===== config.mk =====
export PLATFORM = sky130hd
export DESIGN_NAME = uart_loader
export DESIGN_NICKNAME = d
export VERILOG_FILES = /design/src/rtl/uart_loader.sv
export SDC_FILE = /design/constraint.sdc
export NUM_CORES = 1
export LEC_CHECK = 0
export CORE_MARGIN = 2
export CORE_UTILIZATION = 35
export CTS_BUF_LIST = sky130_fd_sc_hd__clkbuf_16
export DETAILED_ROUTE_END_ITERATION = 10
export SLEW_MARGIN = 20
export SYNTH_ARGS = -nofsm -noshare
export SYNTH_HDL_FRONTEND = slang
export SYNTH_SLANG_ARGS = --single-unit

===== constraint.sdc =====
create_clock -name clk -period 4.6 [get_ports clk]
set_clock_uncertainty 0.1 [all_clocks]
set_input_delay 0.69 -clock clk [delete_from_list [all_inputs] [get_ports clk]]
set_output_delay 0.69 -clock clk [all_outputs]
set_load 0.01 [all_outputs]

===== src/rtl/uart_loader.sv =====
// UART host-link loader: 8N1 receiver plus frame parser that turns
// A5/addr/len/payload frames into 32-bit word writes on a valid/ready port.
module uart_loader #(
  parameter int unsigned CLK_HZ     = 100800000,
  parameter int unsigned SCLK_HZ    = 115200,
  parameter int unsigned ADDR_WIDTH = 16
) (
  input  logic                  clk,
  input  logic                  reset,
  input  logic                  uart_rxd,
  output logic                  mem_valid,
  input  logic                  mem_ready,
  output logic [ADDR_WIDTH-1:0] mem_addr,
  output logic [31:0]           mem_d,
  output logic                  busy,
  output logic                  done,
  output logic                  err_frame,
  output logic                  err_overrun,
  input  logic                  err_clear
);

  localparam int unsigned DIV = CLK_HZ / SCLK_HZ;
  localparam int unsigned CW  = (DIV > 2) ? $clog2(DIV) : 1;
  localparam logic [CW-1:0] CNT_HALF = CW'(DIV / 2 - 1);
  localparam logic [CW-1:0] CNT_FULL = CW'(DIV - 1);
  localparam logic [7:0]    SYNC_BYTE = 8'hA5;

  typedef enum logic [1:0] {RX_IDLE, RX_START, RX_DATA, RX_STOP} rx_state_e;
  typedef enum logic [2:0] {P_SYNC, P_ADDR0, P_ADDR1, P_LEN, P_DATA, P_LAST} p_state_e;

  logic                  rxd_meta_q, rxd_sync_q;
  rx_state_e             rx_state_q, rx_state_d;
  logic                  armed_q, armed_d;
  logic [CW-1:0]         cnt_q, cnt_d;
  logic [2:0]            bit_cnt_q, bit_cnt_d;
  logic [7:0]            shift_q, shift_d;
  logic                  byte_valid_q, byte_valid_d;
  logic                  ferr_q, ferr_d;

  p_state_e              p_state_q, p_state_d;
  logic [7:0]            addr_lo_q, addr_lo_d;
  logic [ADDR_WIDTH-1:0] waddr_q, waddr_d;
  logic [7:0]            words_q, words_d;
  logic [1:0]            idx_q, idx_d;
  logic [23:0]           word_q, word_d;
  logic                  mem_valid_q, mem_valid_d;
  logic [ADDR_WIDTH-1:0] mem_addr_q, mem_addr_d;
  logic [31:0]           mem_d_q, mem_d_d;
  logic                  busy_q, busy_d;
  logic                  done_q, done_d;
  logic                  err_frame_q, err_frame_d;
  logic                  err_overrun_q, err_overrun_d;

  logic                  accept_c;
  logic [31:0]           full_word_c;

  // Bit receiver: start-edge detect, mid-bit sampling, stop check
  always_comb begin
    rx_state_d   = rx_state_q;
    armed_d      = armed_q;
    cnt_d        = cnt_q;
    bit_cnt_d    = bit_cnt_q;
    shift_d      = shift_q;
    byte_valid_d = 1'b0;
    ferr_d       = 1'b0;
    case (rx_state_q)
      RX_IDLE: begin
        armed_d = rxd_sync_q;
        if (armed_q && !rxd_sync_q) begin
          rx_state_d = RX_START;
          cnt_d      = CNT_HALF;
        end
      end
      RX_START: begin
        if (cnt_q == '0) begin
          armed_d = 1'b0;
          if (!rxd_sync_q) begin
            rx_state_d = RX_DATA;
            bit_cnt_d  = 3'd0;
            cnt_d      = CNT_FULL;
          end else begin
            rx_state_d = RX_IDLE;
          end
        end else begin
          cnt_d = cnt_q - CW'(1);
        end
      end
      RX_DATA: begin
        if (cnt_q == '0) begin
          shift_d = {rxd_sync_q, shift_q[7:1]};
          cnt_d   = CNT_FULL;
          if (bit_cnt_q == 3'd7) rx_state_d = RX_STOP;
          else                   bit_cnt_d  = bit_cnt_q + 3'd1;
        end else begin
          cnt_d = cnt_q - CW'(1);
        end
      end
      RX_STOP: begin
        if (cnt_q == '0) begin
          byte_valid_d = rxd_sync_q;
          ferr_d       = !rxd_sync_q;
          rx_state_d   = RX_IDLE;
          // Re-arm only after the line has been seen high again
          armed_d      = 1'b0;
        end else begin
          cnt_d = cnt_q - CW'(1);
        end
      end
      default: rx_state_d = RX_IDLE;
    endcase
  end

  assign accept_c    = mem_valid_q & mem_ready;
  assign full_word_c = {shift_q, word_q};

  // Frame parser and memory write port
  always_comb begin
    p_state_d     = p_state_q;
    addr_lo_d     = addr_lo_q;
    waddr_d       = waddr_q;
    words_d       = words_q;
    idx_d         = idx_q;
    word_d        = word_q;
    mem_valid_d   = mem_valid_q;
    mem_addr_d    = mem_addr_q;
    mem_d_d       = mem_d_q;
    busy_d        = busy_q;
    done_d        = 1'b0;
    err_frame_d   = (err_frame_q & ~err_clear) | ferr_q;
    err_overrun_d = err_overrun_q & ~err_clear;

    if (accept_c) begin
      mem_valid_d = 1'b0;
      if (p_state_q == P_LAST) begin
        done_d    = 1'b1;
        busy_d    = 1'b0;
        p_state_d = P_SYNC;
      end
    end

    if (ferr_q) begin
      p_state_d = P_SYNC;
      busy_d    = 1'b0;
    end else if (byte_valid_q) begin
      case (p_state_q)
        P_SYNC: begin
          if (shift_q == SYNC_BYTE) begin
            p_state_d = P_ADDR0;
            busy_d    = 1'b1;
          end
        end
        P_ADDR0: begin
          addr_lo_d = shift_q;
          p_state_d = P_ADDR1;
        end
        P_ADDR1: begin
          waddr_d   = ADDR_WIDTH'({shift_q, addr_lo_q});
          p_state_d = P_LEN;
        end
        P_LEN: begin
          words_d   = shift_q;
          idx_d     = 2'd0;
          p_state_d = P_DATA;
        end
        P_DATA: begin
          if (idx_q != 2'd3) begin
            word_d = {shift_q, word_q[23:8]};
            idx_d  = idx_q + 2'd1;
          end else begin
            idx_d   = 2'd0;
            waddr_d = waddr_q + ADDR_WIDTH'(1);
            words_d = words_q - 8'd1;
            // A write being accepted this cycle frees the port for the new word
            if (!mem_valid_q || mem_ready) begin
              mem_valid_d = 1'b1;
              mem_addr_d  = waddr_q;
              mem_d_d     = full_word_c;
              if (words_q == 8'd0) p_state_d = P_LAST;
            end else begin
              err_overrun_d = 1'b1;
              if (words_q == 8'd0) begin
                done_d    = 1'b1;
                busy_d    = 1'b0;
                p_state_d = P_SYNC;
              end
            end
          end
        end
        default: ;
      endcase
    end
  end

  // State registers, synchronous active-low reset
  always_ff @(posedge clk) begin
    if (!reset) begin
      rxd_meta_q    <= 1'b1;
      rxd_sync_q    <= 1'b1;
      rx_state_q    <= RX_IDLE;
      armed_q       <= 1'b0;
      cnt_q         <= '0;
      bit_cnt_q     <= 3'd0;
      shift_q       <= 8'd0;
      byte_valid_q  <= 1'b0;
      ferr_q        <= 1'b0;
      p_state_q     <= P_SYNC;
      addr_lo_q     <= 8'd0;
      waddr_q       <= '0;
      words_q       <= 8'd0;
      idx_q         <= 2'd0;
      word_q        <= 24'd0;
      mem_valid_q   <= 1'b0;
      mem_addr_q    <= '0;
      mem_d_q       <= 32'd0;
      busy_q        <= 1'b0;
      done_q        <= 1'b0;
      err_frame_q   <= 1'b0;
      err_overrun_q <= 1'b0;
    end else begin
      rxd_meta_q    <= uart_rxd;
      rxd_sync_q    <= rxd_meta_q;
      rx_state_q    <= rx_state_d;
      armed_q       <= armed_d;
      cnt_q         <= cnt_d;
      bit_cnt_q     <= bit_cnt_d;
      shift_q       <= shift_d;
      byte_valid_q  <= byte_valid_d;
      ferr_q        <= ferr_d;
      p_state_q     <= p_state_d;
      addr_lo_q     <= addr_lo_d;
      waddr_q       <= waddr_d;
      words_q       <= words_d;
      idx_q         <= idx_d;
      word_q        <= word_d;
      mem_valid_q   <= mem_valid_d;
      mem_addr_q    <= mem_addr_d;
      mem_d_q       <= mem_d_d;
      busy_q        <= busy_d;
      done_q        <= done_d;
      err_frame_q   <= err_frame_d;
      err_overrun_q <= err_overrun_d;
    end
  end

  assign mem_valid   = mem_valid_q;
  assign mem_addr    = mem_addr_q;
  assign mem_d       = mem_d_q;
  assign busy        = busy_q;
  assign done        = done_q;
  assign err_frame   = err_frame_q;
  assign err_overrun = err_overrun_q;

endmodule


# Yosys cells after proc, flatten, opt, wreduce, memory -nomap -nowiden
# Index checks and enable logic that the tools add are counted.
word_totals:
  inputBits: 5
  output_inout_bits: 53
  wordCells: 145
  regBits: 142
classes:
  bitwise_logic: 8
  add_sub_neg: 5
  mux: 62
  reduce_logical: 26
  eq_ne: 22
ops:
  columns: ["operator", "count"]
  rows:
  - ["2-to-1 mux 10 bit", 5]
  - ["one-hot mux 10 bit (4 select lines)", 1]
  - ["2-to-1 mux 3 bit", 12]
  - ["one-hot mux 16 bit (2 select lines)", 1]
  - ["2-to-1 mux 1 bit", 27]
  - ["inequality test 2 bit (second input constant)", 10]
  - ["adder 16 x 1 -> 16 bit (second input constant)", 1]
  - ["2-to-1 mux 16 bit", 1]
  - ["one-hot mux 8 bit (2 select lines)", 1]
  - ["one-hot mux 3 bit (5 select lines)", 1]
  - ["AND reduction 5 bit", 3]
  - ["2-to-1 mux 2 bit", 7]
  - ["AND reduction 3 bit", 4]
  - ["AND reduction 4 bit", 3]
  - ["logical NOT 10 bit", 1]
  - ["subtractor 10 x 1 -> 10 bit (second input constant)", 1]
  - ["equality test 3 bit (second input constant)", 3]
  - ["equality test 8 bit (second input constant)", 1]
  - ["logical NOT 8 bit", 1]
  - ["2-to-1 mux 8 bit", 1]
  - ["one-hot mux 2 bit (4 select lines)", 1]
  - ["nonzero test 2 bit", 4]
  - ["subtractor 8 x 1 -> 8 bit (second input constant)", 1]
  - ["equality test 3 x 2 -> 1 bit (second input constant)", 2]
  - ["other kinds (20)", 30]

# Logic depth before layout (Yosys ltp)
# Gate-level depths: netlist of the first run.
depth:
  depth_word: 9
  mapped_depth: 10
  ltp_nobuf: 7

# Worst setup path before layout of the first run
# OpenSTA, ideal clock, no wires.
synth_path:
  kind: "reg2reg"
  start: "register cnt_q[0]"
  end: "register cnt_q[7]"
  arrival_time_ns: 2.175
  setup_ns: 0.117
  path_stages_with_launch: 11
  path_buffers: 3
  path_slack_ns: 2.208
  path_cell_list: "dfxtp_1 inv_1 ha_1 or4b_1 buf_2 or3_1 buf_6 o21ai_4 buf_6 nor2_1 a32o_1"
synth_via:
  elab_chain_len: 3
synth_rtl:
  columns: ["item", "line", "text"]
  rows:
  - ["start: declaration", "34", "logic [CW-1:0] cnt_q, cnt_d;"]
  - ["start signal: assignment", "224", "cnt_q <= cnt_d;"]
  - ["subtractor 10 x 1 -> 10 bit or logical NOT 10 bit (tied branches)", null, null]
  - ["2-to-1 mux 10 bit, or another cell as far along", "99", "if (cnt_q == '0) begin"]
  - ["one-hot mux 10 bit (4 select lines) or AND reduction 3 bit (tied branches)", null, null]
# Several ways; a longest one is shown, not always the timed one. The select of a mux whose other input is x is not followed.
# A chain may end at the register's enable or synchronous reset.

# Final worst setup path of the first run
layout_path:
  start: "register p_state_q[2]"
  end: "register idx_q[0]"
layout_via:
  elab_chain_len: 3
layout_rtl:
  columns: ["item", "line", "text"]
  rows:
  - ["start: declaration", "40", "p_state_e p_state_q, p_state_d;"]
  - ["start signal: assignment", "229", "p_state_q <= p_state_d;"]
  - ["equality test 3 bit or equality test 3 x 2 -> 1 bit (tied branches)", "145", "case (p_state_q)"]
  - ["nonzero test 2 bit (no source line)", null, null]
  - ["AND reduction 3 bit (no source line)", null, null]
  - ["end signal: assignment", "233", "idx_q <= idx_d;"]
  - ["end: declaration", "44", "logic [1:0] idx_q, idx_d;"]
# Several ways; a longest one is shown, not always the timed one.

==> results.json, run 1 <==
{
  "critPathKind": "reg -> reg",
  "whs_endpoint": "rxd_sync_q",
  "floorplan.initialDensity": 0.354,
  "critPathMaxFanout": 45,
  "power.leakage_nw": 2.46,
  "synth-edff-count": 0,
  "maxSlewHeadroom": 0.325,
  "coreArea_um2": 17800,
  "maxCapViolations": 0,
  "grt_antenna_before_repair": 0,
  "grt.met2_usage": 0.260,
  "crit_required_ns": 4.87,
  "worst_setup_path_start_kind": "flip-flop",
  "yosysSeqAreaShare": 0.451,
  "final_hpwl_dp_um": 10100,
  "die_width_um": 138,
  "finalHoldViolations": 0,
  "io_pins": 58,
  "layout.area.seq_um2": 2840,
  "grt.total_usage": 0.164,
  "cts.hold.buffers_added": 0,
  "yosys_register_bits": 142,
  "finalSetupTns_ns": 0,
  "rrSetupSlack_ns": 1.63,
  "worst_tran_pin_value_ns": 1.01,
  "final_net_count": 854,
  "drt_iter0_drc": 351,
  "grt_setup_unrepaired": "false",
  "tritoncts_num_sinks": 142,
  "grtUsageMet1": 0.218,
  "area_growth_pct": 20.4,
  "fmax_mhz": 337,
  "final-instance-count-excl-fill": 1079,
  "synth_cell_types": 71,
  "postSynth.asyncResetShare": 0,
  "run_status": "finished, final reports clean",
  "largest_net_degree_at_the_start_of_global_routing": 65,
  "firstDrtPassIters": 5,
  "number_of_cells_traversed_by_the_worst_register_to_register_path": 4,
  "buffer_ports.inserted": 57,
  "timing.hold.worst.class": "reg -> reg",
  "timing.critical_path.to_type": "flip-flop",
  "synth_flop_cell": "sky130_fd_sc_hd__dfxtp_1",
  "busiest_layer": "met2",
  "timing.rr.end": "idx_q[0]",
  "timing.hold.worst.start": "rxd_meta_q",
  "routedWlPerCell_um": 14.4,
  "clk_path_buf_depth": 2,
  "drt_drc_violations_left": 0,
  "floorplan.die_area_um2": 19100,
  "post_cts_setup_buffers": 0,
  "antenna_fix_cells": 0,
  "netlist_area_um2": 6300,
  "tritoncts": "yes",
  "multi_input_area_um2": 3170,
  "power_per_unit_of_standard_cell_area_nw_per_um2": 396,
  "place.detailed.instances": 1048,
  "vias_in_the_first_global_route": 4966,
  "fin_crit_sh": 0.645,
  "vias_per_cell": 5.18,
  "final_period_minus_worst_setup_slack_ns": 2.97,
  "final_core_utilization": 0.426,
  "syn_avg_cell_area_um2": 7.78,
  "ctsHtreeMaxLevel": 4,
  "routed_wirelength_um": 15600,
  "yosysWarnings": 0,
  "synth_cells": 810,
  "rows": 49,
  "finalWeightedCongestion": 0.823,
  "r2r_start": "p_state_q[2]",
  "arrival_ns": 3.24,
  "cts_resized": 0,
  "layout_cell_share_with_drive_strength_beyond_1": 0.0671,
  "die_h_um": 138,
  "worst_hold_stages": 1,
  "power.ir.vdd_worst_uv": 301,
  "pins_over_slew_limit": 0,
  "num_vias": 5587,
  "layout.filler_cells": 1825,
  "use_met3": 0.0381,
  "root_buffer_cell": "sky130_fd_sc_hd__clkbuf_16",
  "synth_fp_nets": 826,
  "final_antenna_net_count": 0,
  "clkLatencyLatePin_ns": 0.43,
  "globalRouteOverflowTotal": 0,
  "grt_pass1_wl_um": 25700,
  "tritoncts.num_buffers": 17,
  "fin_hold_ws_ns": 0.306,
  "final-setup-viol-count": 0,
  "clk_transition_reported_paths_ns": 0.06
}
[final cells by class]
| cell class | count | share of cell area |
|---|---|---|
| timing repair buffer | 66 | 0.0842 |
| tap | 229 | 0.0378 |
| clock buffer | 17 | 0.0561 |
| clock inverter | 14 | 0.0205 |
| inverter | 16 | 0.00809 |
| sequential | 142 | 0.375 |
| multi-input combinational | 595 | 0.418 |
[cells in the final DEF, fill, tap and decap left out, types with 4 or more instances in the layout]
| cell type | count |
|---|---|
| sky130_fd_sc_hd__nor4_1 | 5 |
| sky130_fd_sc_hd__inv_1 | 15 |
| sky130_fd_sc_hd__ha_1 | 11 |
| sky130_fd_sc_hd__a21oi_1 | 126 |
| sky130_fd_sc_hd__inv_6 | 7 |
| sky130_fd_sc_hd__or3_1 | 7 |
| sky130_fd_sc_hd__a21o_1 | 5 |
| sky130_fd_sc_hd__nand2b_1 | 9 |
| sky130_fd_sc_hd__nor2_1 | 62 |
| sky130_fd_sc_hd__clkdlybuf4s50_1 | 57 |
| sky130_fd_sc_hd__and2_1 | 7 |
| sky130_fd_sc_hd__a31oi_1 | 6 |
| sky130_fd_sc_hd__mux2i_1 | 11 |
| sky130_fd_sc_hd__a22oi_1 | 4 |
| sky130_fd_sc_hd__nor3_1 | 14 |
| sky130_fd_sc_hd__or4_1 | 4 |
| sky130_fd_sc_hd__clkbuf_16 | 17 |
| sky130_fd_sc_hd__a211oi_1 | 4 |
| sky130_fd_sc_hd__o21ai_0 | 27 |
| sky130_fd_sc_hd__buf_4 | 9 |
| sky130_fd_sc_hd__nand3_1 | 19 |
| sky130_fd_sc_hd__nand2_1 | 193 |
| sky130_fd_sc_hd__dfxtp_1 | 142 |
[routing by layer]
layer / vias to the layer above / routed length (µm)
met5: - / 0
met4: 0 / 245
met3: 21 / 546
met2: 99 / 7360
met1: 2605 / 7420
li1: 2862 / -
[cells by family (layout without fill, tap and decap cells)]
family / after synthesis / count (layout) / share of synthesized area
AOI/OAI and AO/OA: 215 / 215 / 0.203
xor gates and xnor gates: 3 / 3 / 0.00417
adders and majority gates: 11 / 11 / 0.0219
buffers and inverters: 73 / 113 / 0.0475
DFF: 142 / 142 / 0.451
muxes: 12 / 12 / 0.0193
and+or+nand+nor: 354 / 354 / 0.253
[sequential cells by signal (all words and copies together), names as in the netlist, 2 cells and up, named ones only]
signal     flops
idx_q          2
waddr_q       16
mem_addr      16
bit_cnt_q      3
addr_lo_q      8
words_q        8
p_state_q      3
mem_d         32
word_q        24
cnt_q         10
shift_q        8
[cell usage after synthesis, types with 3 or more instances]
| cell type | instances | area share |
|---|---|---|
| sky130_fd_sc_hd__mux2i_1 | 11 | 0.017 |
| sky130_fd_sc_hd__ha_1 | 11 | 0.022 |
| sky130_fd_sc_hd__nor3_1 | 16 | 0.013 |
| sky130_fd_sc_hd__a21o_1 | 5 | 0.0060 |
| sky130_fd_sc_hd__nand2_1 | 193 | 0.12 |
| sky130_fd_sc_hd__nor4_1 | 5 | 0.0050 |
| sky130_fd_sc_hd__and2_1 | 7 | 0.0070 |
| sky130_fd_sc_hd__a2bb2oi_1 | 3 | 0.0042 |
| sky130_fd_sc_hd__nor2_1 | 62 | 0.037 |
| sky130_fd_sc_hd__a22oi_1 | 4 | 0.0048 |
| sky130_fd_sc_hd__a31oi_1 | 6 | 0.0060 |
| sky130_fd_sc_hd__nand4_1 | 3 | 0.0030 |
| sky130_fd_sc_hd__o31ai_1 | 3 | 0.0036 |
| sky130_fd_sc_hd__nor2b_1 | 3 | 0.0030 |
| sky130_fd_sc_hd__nand2b_1 | 9 | 0.0089 |
| sky130_fd_sc_hd__a21oi_1 | 126 | 0.10 |
| sky130_fd_sc_hd__clkbuf_1 | 47 | 0.028 |
| sky130_fd_sc_hd__a31o_2 | 3 | 0.0042 |
| sky130_fd_sc_hd__buf_2 | 5 | 0.0040 |
| sky130_fd_sc_hd__nand3_1 | 20 | 0.016 |
| sky130_fd_sc_hd__a211oi_1 | 4 | 0.0048 |
| sky130_fd_sc_hd__or3_1 | 7 | 0.0070 |
| sky130_fd_sc_hd__nand3b_1 | 3 | 0.0036 |
| sky130_fd_sc_hd__dfxtp_1 | 142 | 0.45 |
| sky130_fd_sc_hd__and4_1 | 3 | 0.0042 |
| sky130_fd_sc_hd__o21ai_0 | 27 | 0.021 |
| sky130_fd_sc_hd__inv_1 | 15 | 0.0089 |
| sky130_fd_sc_hd__or4_1 | 4 | 0.0048 |
[worst max-delay path by stage]
stage                            to  slack [ns]         start
final                      idx_q[0]        1.63  p_state_q[2]
after global routing       idx_q[0]        1.45  p_state_q[2]
after CTS                  idx_q[0]        1.65  p_state_q[2]
after detailed placement  mem_d[23]        1.62     mem_ready
after global placement    mem_d[29]        1.63     mem_ready
after floorplan            cnt_q[7]        2.21      cnt_q[0]
[stage by stage]
stage / area (µm²) / total power [mW] / worst slack [ns]
2_1_floorplan: 6300 / 1.60 / 2.21
3_3_place_gp: 7000 / 1.64 / 1.63
3_5_place_dp: 7000 / 1.64 / 1.62
4_1_cts: 7580 / 3.03 / 1.65
5_1_grt: 7580 / 3.13 / 1.45
6_report: 7580 / 3.00 / 1.63
[report_power, final]
part | switching (mW) | internal [mW]
combinational | 0.213 | 0.122
clock | 0.578 | 0.806
sequential | 0.0294 | 1.25
total | 0.821 | 2.18
[worst max-delay path, stage by stage, from the launching register on]
cell and delay, ns:
sky130_fd_sc_hd__dfxtp_1 0.60, sky130_fd_sc_hd__or3b_2 0.86, sky130_fd_sc_hd__or3_1 0.84, sky130_fd_sc_hd__mux2_2 0.41, sky130_fd_sc_hd__nor2_1 0.08
Note: power is estimated with default switching activity, not from simulation.
==> run 2, diff against run 1 <==
Clock period 4.6 ns to 2.8 ns, I/O delays scaled along.
==> results.json, run 2 (synthesized netlist as in run 1, its figures left out) <==
{
  "run_status": "finished, final reports clean",
  "power_consumption_mw": 4.84,
  "final_antenna_net_count": 0,
  "buffer_ports.inserted": 57,
  "coreArea_um2": 17800,
  "cell_internal_pwr_mw": 3.45,
  "area_growth_pct": 22.7,
  "arrival_ns": 2.83,
  "timing.hold.worst.class": "reg -> reg",
  "tritoncts.num_buffers": 17,
  "drt_iter0_drc": 411,
  "rows": 49,
  "clk_transition_reported_paths_ns": 0.06,
  "layout.filler_cells": 1821,
  "combinationalPowerShare": 0.121,
  "final_common_cell": "sky130_fd_sc_hd__nand2_1",
  "grt_pass1_wl_um": 26300,
  "final_net_count": 870,
  "ctsHtreeMaxLevel": 4,
  "firstDrtPassIters": 5,
  "cts_resized": 0,
  "finalWeightedCongestion": 0.811,
  "clkLatencyLatePin_ns": 0.42,
  "power.ir.vdd_worst_uv": 457,
  "power_switching_mw": 1.39,
  "root_buffer_cell": "sky130_fd_sc_hd__clkbuf_16",
  "final_hpwl_dp_um": 10300,
  "final_cell_mix": "sky130_fd_sc_hd__nand2_1 (193), sky130_fd_sc_hd__dfxtp_1 (142), sky130_fd_sc_hd__a21oi_1 (126)",
  "register_share_of_total_power": 0.435,
  "floorplan.die_area_um2": 19100,
  "routedWlPerCell_um": 14.6,
  "finalSetupTns_ns": 0,
  "worst_setup_path_start_kind": "flip-flop",
  "maxCapViolations": 0,
  "pins_over_slew_limit": 0,
  "tritoncts_num_sinks": 142,
  "antenna_fix_cells": 0,
  "die_h_um": 138,
  "critPathKind": "reg -> reg",
  "largest_net_degree_at_the_start_of_global_routing": 69,
  "post_cts_setup_buffers": 0,
  "grt_setup_unrepaired": "false",
  "cts.hold.buffers_added": 0,
  "largest_register_ffs": 32,
  "final_period_minus_worst_setup_slack_ns": 2.57,
  "finalHoldViolations": 0,
  "fin_crit_sh": 0.918,
  "grt.total_usage": 0.167,
  "worst_tran_pin_value_ns": 0.629,
  "vias_per_cell": 5.20,
  "final-setup-viol-count": 0,
  "fmax_mhz": 389,
  "vias_in_the_first_global_route": 5151,
  "floorplan.initialDensity": 0.354,
  "netSwitchingFraction": 0.288,
  "num_vias": 5703,
  "tritoncts": "yes",
  "maxSlewHeadroom": 0.574,
  "layout_cell_share_with_drive_strength_beyond_1": 0.0854,
  "io_pins": 58,
  "rrSetupSlack_ns": 0.23,
  "clk_path_buf_depth": 2,
  "power.leakage_nw": 2.56,
  "timing.critical_path.to_type": "flip-flop",
  "routed_wirelength_um": 16000,
  "globalRouteOverflowTotal": 0,
  "drt_drc_violations_left": 0,
  "die_width_um": 138,
  "critPathMaxFanout": 10,
  "power_per_unit_of_standard_cell_area_nw_per_um2": 626,
  "crit_required_ns": 3.06,
  "clockPowerShare": 0.443,
  "grt_antenna_before_repair": 0
}
-- run 2: layout make-up --
class,count,area [µm²],area share
multi-input combinational,595,3170,0.410
sequential,142,2840,0.368
clock inverter,15,128,0.0165
tap,229,287,0.0371
inverter,16,61.3,0.00793
timing repair buffer,82,821,0.106
clock buffer,17,425,0.0550
-- run 2: through the flow --
stage	area, µm²	instances	hold WS [ns]	utilization	setup WS, ns
finish	7730	1096	0.305	0.435	0.229
global route	7730	1096	0.331	0.435	0.00964
CTS	7730	1096	0.308	0.435	0.218
detailed placement	7180	1064	0.293	0.404	0.225
global placement	7180	1064	0.295	0.404	0.265
floorplan	6300	810	0.286	-	0.408
-- run 2: metal layers --
metal | GRT usage | part of all wire
met2 | 0.262 | 0.47
met3 | 0.0343 | 0.033
met1 | 0.226 | 0.48
met5 | 0 | 0
met4 | 0.0682 | 0.018
-- run 2: final timing paths --
check	from	to	cells after the start
worst max-delay path	cnt_q[0]	bit_cnt_q[0]	8
worst min-delay path	rxd_meta_q	rxd_sync_q	1
worst max register to register	cnt_q[0]	bit_cnt_q[0]	8
worst min register to register	rxd_meta_q	rxd_sync_q	1
-- run 2: power by group through the flow --
stage          Sequential, mW  Clock (mW)  Combinational, mW
2_1_floorplan            2.13           0              0.493
3_3_place_gp             2.15           0              0.579
3_5_place_dp             2.15           0              0.581
4_1_cts                  2.11        2.19              0.585
5_1_grt                  2.11        2.28              0.660
6_report                 2.11        2.14              0.587
-- run 2: worst max-delay path, stage by stage (launching register included) --
cell and delay (ns):
sky130_fd_sc_hd__dfxtp_1 0.34, sky130_fd_sc_hd__inv_1 0.09, sky130_fd_sc_hd__ha_1 0.20, sky130_fd_sc_hd__or4b_1 0.47
sky130_fd_sc_hd__buf_4 0.18, sky130_fd_sc_hd__or4_1 0.66, sky130_fd_sc_hd__nor3b_2 0.29, sky130_fd_sc_hd__mux2i_1 0.10
sky130_fd_sc_hd__nor2_1 0.09
